**config.mk**
```make
export PLATFORM = sky130hd
export DESIGN_NAME = order_translate_nch
export DESIGN_NICKNAME = d
export VERILOG_FILES = /design/src/rtl/order_translate_nch.sv
export SDC_FILE = /design/constraint.sdc
export NUM_CORES = 1
export LEC_CHECK = 0
export CORE_MARGIN = 8
export CORE_UTILIZATION = 50
export DETAILED_ROUTE_END_ITERATION = 12
export PLACE_DENSITY = 0.71
export SLEW_MARGIN = 20
export SYNTH_ARGS = -nofsm -noshare
export SYNTH_HDL_FRONTEND = slang
export SYNTH_SLANG_ARGS = --single-unit
```
**constraint.sdc**
```tcl
create_clock -name clk -period 5.7 [get_ports clk]
set_clock_uncertainty 0.1 [all_clocks]
set_input_delay 0.855 -clock clk [delete_from_list [all_inputs] [get_ports clk]]
set_output_delay 0.855 -clock clk [all_outputs]
set_load 0.03 [all_outputs]
```
**src/rtl/order_translate_nch.sv**
```systemverilog
// Order-to-address translator: per channel, bank = digit sum mod RADIX and
// ma = order >> DIGIT_W, through an NDIG-deep valid/ready pipeline with flush.
module order_translate_nch #(
    parameter int NCH     = 2,
    parameter int D_WIDTH = 16,
    parameter int DIGIT_W = 4,
    parameter int L_W     = 3
) (
    input  logic                               clk,
    input  logic                               rst,
    input  logic                               flush,
    input  logic                               in_valid,
    output logic                               in_ready,
    input  logic [NCH*D_WIDTH-1:0]             in_order,
    input  logic                               in_done,
    input  logic [L_W-1:0]                     in_l,
    output logic                               out_valid,
    input  logic                               out_ready,
    output logic [NCH*DIGIT_W-1:0]             out_bank,
    output logic [NCH*(D_WIDTH-DIGIT_W)-1:0]   out_ma,
    output logic                               out_conflict,
    output logic                               out_done,
    output logic [L_W-1:0]                     out_l
);

    localparam int unsigned NDIG = D_WIDTH / DIGIT_W;
    localparam int unsigned NST  = NDIG - 1;
    localparam int unsigned MA_W = D_WIDTH - DIGIT_W;

    // Stages S0..S(NST-1); the output register is the final stage.
    logic [NST-1:0]     r_vld;
    logic [D_WIDTH-1:0] r_ord  [NST][NCH];
    logic [DIGIT_W-1:0] r_sum  [NST][NCH];
    logic [NST-1:0]     r_done;
    logic [L_W-1:0]     r_l    [NST];

    logic                   r_out_valid;
    logic [NCH*DIGIT_W-1:0] r_out_bank;
    logic [NCH*MA_W-1:0]    r_out_ma;
    logic                   r_out_conflict;
    logic                   r_out_done;
    logic [L_W-1:0]         r_out_l;

    logic                   w_stall;
    logic                   w_adv;
    logic [NST-1:0]         w_v;
    logic                   w_ov;
    logic [DIGIT_W-1:0]     w_bank [NCH];
    logic                   w_conflict;

    assign w_stall  = r_out_valid && !out_ready;
    assign in_ready = !w_stall;
    // Flush forces an advance so every valid bit is cleared even while stalled.
    assign w_adv    = flush || !w_stall;

    always_comb begin
        w_v    = '0;
        w_v[0] = in_valid && !flush;
        for (int unsigned s = 1; s < NST; s++) begin
            w_v[s] = r_vld[s-1] && !flush;
        end
        w_ov = r_vld[NST-1] && !flush;
    end

    always_comb begin
        for (int unsigned c = 0; c < NCH; c++) begin
            w_bank[c] = r_sum[NST-1][c] + r_ord[NST-1][c][D_WIDTH-1 -: DIGIT_W];
        end
    end

    always_comb begin
        w_conflict = 1'b0;
        for (int unsigned c = 0; c < NCH; c++) begin
            for (int unsigned d = c + 1; d < NCH; d++) begin
                if (w_bank[c] == w_bank[d]) begin
                    w_conflict = 1'b1;
                end
            end
        end
    end

    always_ff @(posedge clk or posedge rst) begin
        if (rst) begin
            r_vld          <= '0;
            r_done         <= '0;
            for (int unsigned s = 0; s < NST; s++) begin
                r_l[s] <= '0;
                for (int unsigned c = 0; c < NCH; c++) begin
                    r_ord[s][c] <= '0;
                    r_sum[s][c] <= '0;
                end
            end
            r_out_valid    <= 1'b0;
            r_out_bank     <= '0;
            r_out_ma       <= '0;
            r_out_conflict <= 1'b0;
            r_out_done     <= 1'b0;
            r_out_l        <= '0;
        end else if (w_adv) begin
            r_vld     <= w_v;
            r_done[0] <= w_v[0] && in_done;
            r_l[0]    <= w_v[0] ? in_l : '0;
            for (int unsigned c = 0; c < NCH; c++) begin
                r_ord[0][c] <= w_v[0] ? in_order[c*D_WIDTH +: D_WIDTH] : '0;
                r_sum[0][c] <= w_v[0] ? in_order[c*D_WIDTH +: DIGIT_W] : '0;
            end
            // Stage s adds digit s to the running sum carried from stage s-1.
            for (int unsigned s = 1; s < NST; s++) begin
                r_done[s] <= w_v[s] && r_done[s-1];
                r_l[s]    <= w_v[s] ? r_l[s-1] : '0;
                for (int unsigned c = 0; c < NCH; c++) begin
                    r_ord[s][c] <= w_v[s] ? r_ord[s-1][c] : '0;
                    r_sum[s][c] <= w_v[s] ?
                        DIGIT_W'(r_sum[s-1][c] + r_ord[s-1][c][s*DIGIT_W +: DIGIT_W]) : '0;
                end
            end
            r_out_valid    <= w_ov;
            r_out_conflict <= w_ov && w_conflict;
            r_out_done     <= w_ov && r_done[NST-1];
            r_out_l        <= w_ov ? r_l[NST-1] : '0;
            for (int unsigned c = 0; c < NCH; c++) begin
                r_out_bank[c*DIGIT_W +: DIGIT_W] <= w_ov ? w_bank[c] : '0;
                r_out_ma[c*MA_W +: MA_W]         <= w_ov ? r_ord[NST-1][c][D_WIDTH-1:DIGIT_W] : '0;
            end
        end
    end

    assign out_valid    = r_out_valid;
    assign out_bank     = r_out_bank;
    assign out_ma       = r_out_ma;
    assign out_conflict = r_out_conflict;
    assign out_done     = r_out_done;
    assign out_l        = r_out_l;

endmodule

```
==> Word level (Yosys, flattened, before mapping) <==
Index checks and enable logic that the tools add are counted.
{ "op_classes": {"n_addsub": 6, "n_eq_ne": 1, "mux": 21, "n_reduce_logical": 14} }
{ "op_table": {"columns": ["operator", "n"], "rows": [
  ["two-way mux 16 bit", 6],
  ["two-way mux 4 bit", 8],
  ["adder 4 bit", 6],
  ["two-way mux 12 bit", 2],
  ["two-way mux 3 bit", 4],
  ["logical AND 1 bit", 10],
  ["equality test 4 bit", 1],
  ["zero test 1 bit", 3],
  ["logical OR 1 bit", 1],
  ["two-way mux 1 bit", 1]
]} }
{ "word_totals": {"ff_bits": 173, "input_bits": 41, "output_inout_bits": 39} }

==> Depth between registers and ports, before layout <==
Gate-level depths: netlist (run 1).
{ "depth": {"word_depth": 4, "mapped_depth": 7, "depth_no_buf": 5} }

==> Worst setup path after synthesis (run 1) <==
Ideal clock, no wire load.
{ "synth_path": {"path_kind": "input-to-output", "startpoint": "input out_ready", "endpoint": "output in_ready", "t_arrival_ns": 1.188, "slack_ns": 3.557, "path_stages": 2, "path_cell_list": "nor2b_2 > inv_1"} }
{ "synth_via": {"elab_chain_cells": 3} }
{ "synth_rtl": {"columns": ["item", "line", "rtl"], "rows": [
  ["start, declared", "18", "input logic out_ready,"],
  ["zero test 1 bit", "51", "assign w_stall = r_out_valid && !out_ready;"],
  ["logical AND 1 bit", "51", null],
  ["zero test 1 bit", "52", "assign in_ready = !w_stall;"],
  ["end, declared", "13", "output logic in_ready,"]
]} }
No other way between the ends.

==> Worst setup path after layout (run 1) <==
Ends and elaborated chain as after synthesis.

==> results.tsv, run 1 <==
stage	metric	value	unit
run_status	status	complete, no violations	
clock_tree	# resized after CTS	0	
critical_path	delay-heaviest family, CP	buffers and inverters	
critical_path	Worst path max stage delay	0.61	ns
die	die width	125	um
timing	Tmin final	3.20	ns
timing	Setup Viol. Count Final	0	
global_routing	pin count of the biggest net entering global routing	149	
critical_path	most frequent CP cell	clkdlybuf4s50_1	
power_and_ir_drop	Power Dens Cells	312	nW/um^2
placement	I/O Buffers	79	
timing	RSZ-0062 raised after global routing	no	
critical_path	slowest cell on the critical path	clkdlybuf4s50_1	
timing	Max Slew Vio Count	0	
critical_path	CP cell instances	clkdlybuf4s50_1 > nor2b_2 > inv_1 > clkdlybuf4s50_1	
synth	Mapped Nets	474	
timing	Slew headroom	0.365	
synth	Synth Instances	409	
power_and_ir_drop	Peak VDD IR	172	uV
detailed_routing	WL final	12300	um
synth	Syn Std Cell Area	5910	um^2
final_layout	Multi-input gate area	2030	um^2
synth	sequential-to-total area share from yosys stat	0.631	
final_layout	commonest non-fill, non-tap cell in the layout	dfrtp_1	
synth	area leader, netlist	dfrtp_1	
synth	Yosys cell types	27	
final_layout	Nets	547	
clock_tree	Worst-Skew Late Latency	0.41	ns
synth	Seq cells post-synth	149	
timing	setup TNS	0	ns
clock_tree	post-CTS setup buffer count	0	
final_layout	sequential cell area	3730	um^2
critical_path	worst-path fanout max	4	
die	Ports	80	
clock_tree	CTS Buffer Depth	2	
die	CORE AREA	11500	um^2
timing	post-route clock period utilization	0.561	
clock_tree	clock sink total	149	
clock_tree	CTS buffer count	17	
placement	GPL Wtd Cong	0.811	
clock_tree	CTS tree	built	
global_routing	global-route usage over all layers	0.166	
final_layout	area delta synth->final	25.4	%
timing	FMAX	0.313	GHz
clock_tree	Clock Pin Slew Worst Setup and Hold Paths	0.06	ns
die	die area	15500	um^2
die	Core Rows	39	
detailed_routing	DRC Markers	0	
detailed_routing	DR WL/cell	19.4	um
die	starting density of the core	0.515	
critical_path	CP required	4.74	ns
synth	Mean Syn Cell Area	14.4	um^2
critical_path	CP Buf/Inv Count	3	
timing	slew at the pin with the worst max-slew slack	0.953	ns
synth	Area contributors post-synth	dfrtp_1 63%, a22o_1 21%, ha_1 3.8%, buf_2 2.5%, fa_1 2.0%	
clock_tree	Root Buffer	clkbuf_16	
detailed_routing	vias per cell	5.78	
detailed_routing	vias	3684	
power_and_ir_drop	Final Power	2.31	mW
synth	Synthesis Warnings	0	
critical_path	CP Launch Type	input pin	
detailed_routing	First-pass DRT Iterations	4	
global_routing	antenna violations before repair	0	
detailed_routing	Final ANT Viol Nets	0	
final_layout	layout cells sized above 1	0.0870	
clock_tree	Hold Buf Count CTS	0	
synth	post-synth top area share	0.631	
flow_run	Max Cap Viol	0	
global_routing	grt ovf	0	
global_routing	first-pass GRT wire length	21100	um
final_layout	commonest cells after routing, fill and taps aside	149 x dfrtp_1, 141 x a22o_1, 79 x clkdlybuf4s50_1, 18 x ha_1, 17 x clkbuf_16	
hold_path	Min-Delay Path Class	register to register	
placement	dpl hpwl	7760	um
critical_path	CP Class	input pin to output pin	
critical_path	critical path endpoint category	output pin	
timing	final hold violation count	0	
die	Die Span Y	125	um
placement	Setup WS pre-CTS	2.48	ns
final_layout	fillers	850	
detailed_routing	DR iter-0 viols	272	
power_and_ir_drop	Leak	3.65	nW
global_routing	vias in the first global route	3966	
final_layout	ANT cells	0	
critical_path	Arr. time, crit path	2.24	ns
timing	min setup slack post-route	2.50	ns
clock_tree	H-tree levels	4	
[path summary, 6_finish.rpt]
path / from / end / slack (ns) / depth (start not counted)
setup / recovery: out_ready / in_ready / 2.50 / 4
hold / removal: r_vld[1]$_DFFE_PP0P_ / r_vld[1]$_DFFE_PP0P_ / 0.37 / 1
setup reg to reg: r_ord[30]$_DFFE_PP0P_ / out_conflict$_DFFE_PP0P_ / 3.71 / 5
hold reg to reg: r_vld[1]$_DFFE_PP0P_ / r_vld[1]$_DFFE_PP0P_ / 0.37 / 1
max in group asynchronous: rst / r_sum[12]$_DFFE_PP0P_ / 3.50 / 3
min in group asynchronous: rst / r_ord[91]$_DFFE_PP0P_ / 0.94 / 2
[logic make-up (layout without fill, tap and decap cells)]
logic type	count (synthesis)	in the layout	share of synthesized area
compound gates	162	162	0.234
xor+xnor	19	19	0.0282
fa+ha+maj	24	24	0.0585
buf+inv	33	118	0.0271
flops	149	149	0.631
simple gates	22	22	0.0212
[report_power, final]
part / switching, mW / internal (mW) / leakage, nW / total (mW)
clock: 0.425 / 0.708 / 0.280 / 1.13
combinational: 0.0514 / 0.0436 / 1.31 / 0.0950
sequential: 0.0114 / 1.07 / 2.06 / 1.08
[routing by layer]
layer	global-route usage	share of wire	vias to the layer above
met4	0.0595	0.014	0
met3	0.0460	0.043	17
met1	0.231	0.49	1876
met2	0.244	0.45	80
li1	-	-	1711
met5	0	0	-
[synthesized netlist by cell type, drive strengths merged]
cell type and count:
a211oi 1, a21boi 1, a21o 8, a21oi 5, a22o 141, and2 3
and3 2, buf 29, clkbuf 2, dfrtp 149, fa 6, ha 18
inv 2, nand2 7, nand3 2, nor2 4, nor2b 1, nor3b 2
o211a 1, o21ai 4, o41ai 1, or3 1, xnor2 10, xor2 9
[sequential cells by signal, summed over array words and instances, names as in the netlist]
name,cells
r_ord,80
out_ma,24
r_sum,16
r_l,9
out_bank,8
out_l,3
r_done,3
r_vld,3
out_conflict,1
out_done,1
out_valid,1
[per-stage QoR]
| step | cell area (um^2) | utilization | cells | hold slack [ns] |
|---|---|---|---|---|
| 2_1_floorplan | 5910 | - | 409 | 0.341 |
| 3_3_place_gp | 6800 | 0.593 | 606 | 0.353 |
| 3_5_place_dp | 6800 | 0.593 | 606 | 0.358 |
| 4_1_cts | 7400 | 0.646 | 637 | 0.371 |
| 5_1_grt | 7400 | 0.646 | 637 | 0.378 |
| 6_report | 7400 | 0.646 | 637 | 0.367 |
[layout make-up]
| type | count | area share |
|---|---|---|
| flip-flops and latches | 149 | 0.504 |
| multi-input cells | 227 | 0.274 |
| repair buffers | 85 | 0.115 |
| clock buffers | 19 | 0.0612 |
| well taps | 143 | 0.0242 |
| clock inverters | 12 | 0.0208 |
| inverters | 2 | 0.00169 |
No activity file was read; power rests on OpenSTA's default activity.
==> run 2: changes to the inputs <==
clock period = 3.4 ns   (was 5.7 ns; I/O delays follow)
==> run 2 against run 1 <==
Compared with the run above:
- setup slack got worse by 1.6 ns
- global-route usage decreased by 0.13 points
- non-clock buffer count rose by 4
- core utilization grew 0.24 points
- critical path depth unchanged
- die area unchanged
- via count increased by 1.0%
- cell count up 0.78%
==> results.tsv, run 2 (synthesis results as in run 1) <==
stage	metric	value	unit
placement	I/O Buffers	79	
global_routing	vias in the first global route	4002	
final_layout	Largest Register	r_ord	
detailed_routing	met3 WL	516	um
clock_tree	H-tree levels	4	
detailed_routing	vias per cell	5.80	
die	Die Span Y	125	um
critical_path	CP cell instances	clkdlybuf4s50_1 > nor2b_2 > inv_1 > clkdlybuf4s50_1	
detailed_routing	First-pass DRT Iterations	4	
critical_path	Arr. time, crit path	1.88	ns
clock_tree	Root Buffer	clkbuf_16	
final_layout	ANT cells	0	
die	die width	125	um
timing	slew at the pin with the worst max-slew slack	0.562	ns
detailed_routing	WL final	12100	um
placement	placed insts	610	
power_and_ir_drop	Power Dens Cells	507	nW/um^2
detailed_routing	DR WL/cell	18.9	um
global_routing	first-pass GRT wire length	20900	um
placement	GPL Wtd Cong	0.784	
critical_path	most frequent CP cell	clkdlybuf4s50_1	
critical_path	worst-path fanout max	4	
flow_run	Max Cap Viol	0	
critical_path	CP required	2.79	ns
timing	Setup Viol. Count Final	0	
final_layout	Largest register FFs	80	
detailed_routing	vias	3722	
critical_path	Worst path max stage delay	0.61	ns
global_routing	grt ovf	0	
timing	final hold violation count	0	
die	die area	15500	um^2
final_layout	fillers	836	
clock_tree	# resized after CTS	0	
final_layout	area delta synth->final	25.8	%
detailed_routing	Final ANT Viol Nets	0	
timing	Tmin final	2.49	ns
clock_tree	Hold Buf Count CTS	0	
final_layout	final core utilization	0.648	
critical_path	CP Launch Type	input pin	
detailed_routing	M1 wire length	5810	um
final_layout	commonest non-fill, non-tap cell in the layout	dfrtp_1	
clock_tree	CTS tree	built	
clock_tree	Worst-Skew Late Latency	0.41	ns
timing	post-route clock period utilization	0.731	
die	starting density of the core	0.515	
timing	RSZ-0062 raised after global routing	no	
detailed_routing	DRC Markers	0	
detailed_routing	top layer in use	met4	
global_routing	antenna violations before repair	0	
final_layout	commonest cells after routing, fill and taps aside	149 x dfrtp_1, 141 x a22o_1, 79 x clkdlybuf4s50_1, 18 x ha_1, 17 x clkbuf_16	
final_layout	Layout Cells excl Fill	642	
final_layout	Nets	551	
clock_tree	Clock Pin Slew Worst Setup and Hold Paths	0.06	ns
timing	FMAX	0.402	GHz
global_routing	pin count of the biggest net entering global routing	94	
timing	Max Slew Vio Count	0	
critical_path	critical path endpoint category	output pin	
clock_tree	CTS buffer count	17	
die	Ports	80	
clock_tree	post-CTS setup buffer count	0	
hold_path	Min-Delay Path Class	input pin to async pin	
die	CORE AREA	11500	um^2
detailed_routing	DR iter-0 viols	314	
critical_path	slowest cell on the critical path	clkdlybuf4s50_1	
critical_path	CP Class	input pin to output pin	
global_routing	global-route usage over all layers	0.165	
critical_path	CP Buf/Inv Count	3	
clock_tree	clock sink total	149	
die	Core Rows	39	
power_and_ir_drop	Leak	3.67	nW
run_status	status	complete, no violations	
critical_path	delay-heaviest family, CP	buffers and inverters	
timing	Slew headroom	0.625	
final_layout	layout cells sized above 1	0.0962	
power_and_ir_drop	Final Power	3.77	mW
power_and_ir_drop	Peak VDD IR	327	uV
placement	dpl hpwl	8000	um
timing	setup TNS	0	ns
clock_tree	CTS Buffer Depth	2	
detailed_routing	Detail Route met2 WL	5660	um
## run 2: layer usage
layer / vias up / global-route usage
li1: 1713 / -
met1: 1926 / 0.218
met2: 72 / 0.252
met3: 11 / 0.0519
met4: 0 / 0.0567
met5: - / 0
## run 2: worst register-to-register path, delay by kind of cell, from the launching register on
kind	cells	cell delay [ns]
adders and majority gates	1	0.37
DFF	1	0.42
and+or+nand+nor	1	0.37
AOI/OAI and AO/OA	3	0.64
## run 2: final cells by class
cell class | count | area, um^2 | area share
multi-input combinational | 227 | 2030 | 0.273
sequential | 149 | 3730 | 0.502
tap | 143 | 179 | 0.0241
clock buffer | 21 | 480 | 0.0646
clock inverter | 11 | 100 | 0.0135
inverter | 2 | 11.3 | 0.00152
timing repair buffer | 89 | 903 | 0.122
## run 2: power breakdown
part / internal, mW / total (mW) / switching [mW] / leakage [nW]
sequential: 1.80 / 1.82 / 0.0192 / 2.06
clock: 1.08 / 1.79 / 0.708 / 0.273
combinational: 0.0765 / 0.161 / 0.0843 / 1.33
total: 2.96 / 3.77 / 0.811 / 3.67
## run 2: through the flow
step	cell area (um^2)	setup WS (ns)	hold WS, ns
floorplan	5910	0.915	0.341
global placement	6850	0.933	0.352
detailed placement	6850	0.900	0.366
CTS	7430	0.897	0.299
global route	7430	0.840	0.317
finish	7430	0.914	0.298
## run 2: final timing paths
path                                       start                       end  slack (ns)  cells after the start
max                                    out_ready                  in_ready        0.91                      4
min in group clk            r_vld[0]$_DFFE_PP0P_      r_vld[0]$_DFFE_PP0P_        0.37                      1
min                                          rst        r_l[3]$_DFFE_PP0P_        0.30                      2
min reg2reg                 r_vld[0]$_DFFE_PP0P_      r_vld[0]$_DFFE_PP0P_        0.37                      1
max in group asynchronous                    rst     r_ord[43]$_DFFE_PP0P_        2.12                      3
max reg2reg                r_ord[14]$_DFFE_PP0P_  out_conflict$_DFFE_PP0P_        1.42                      5
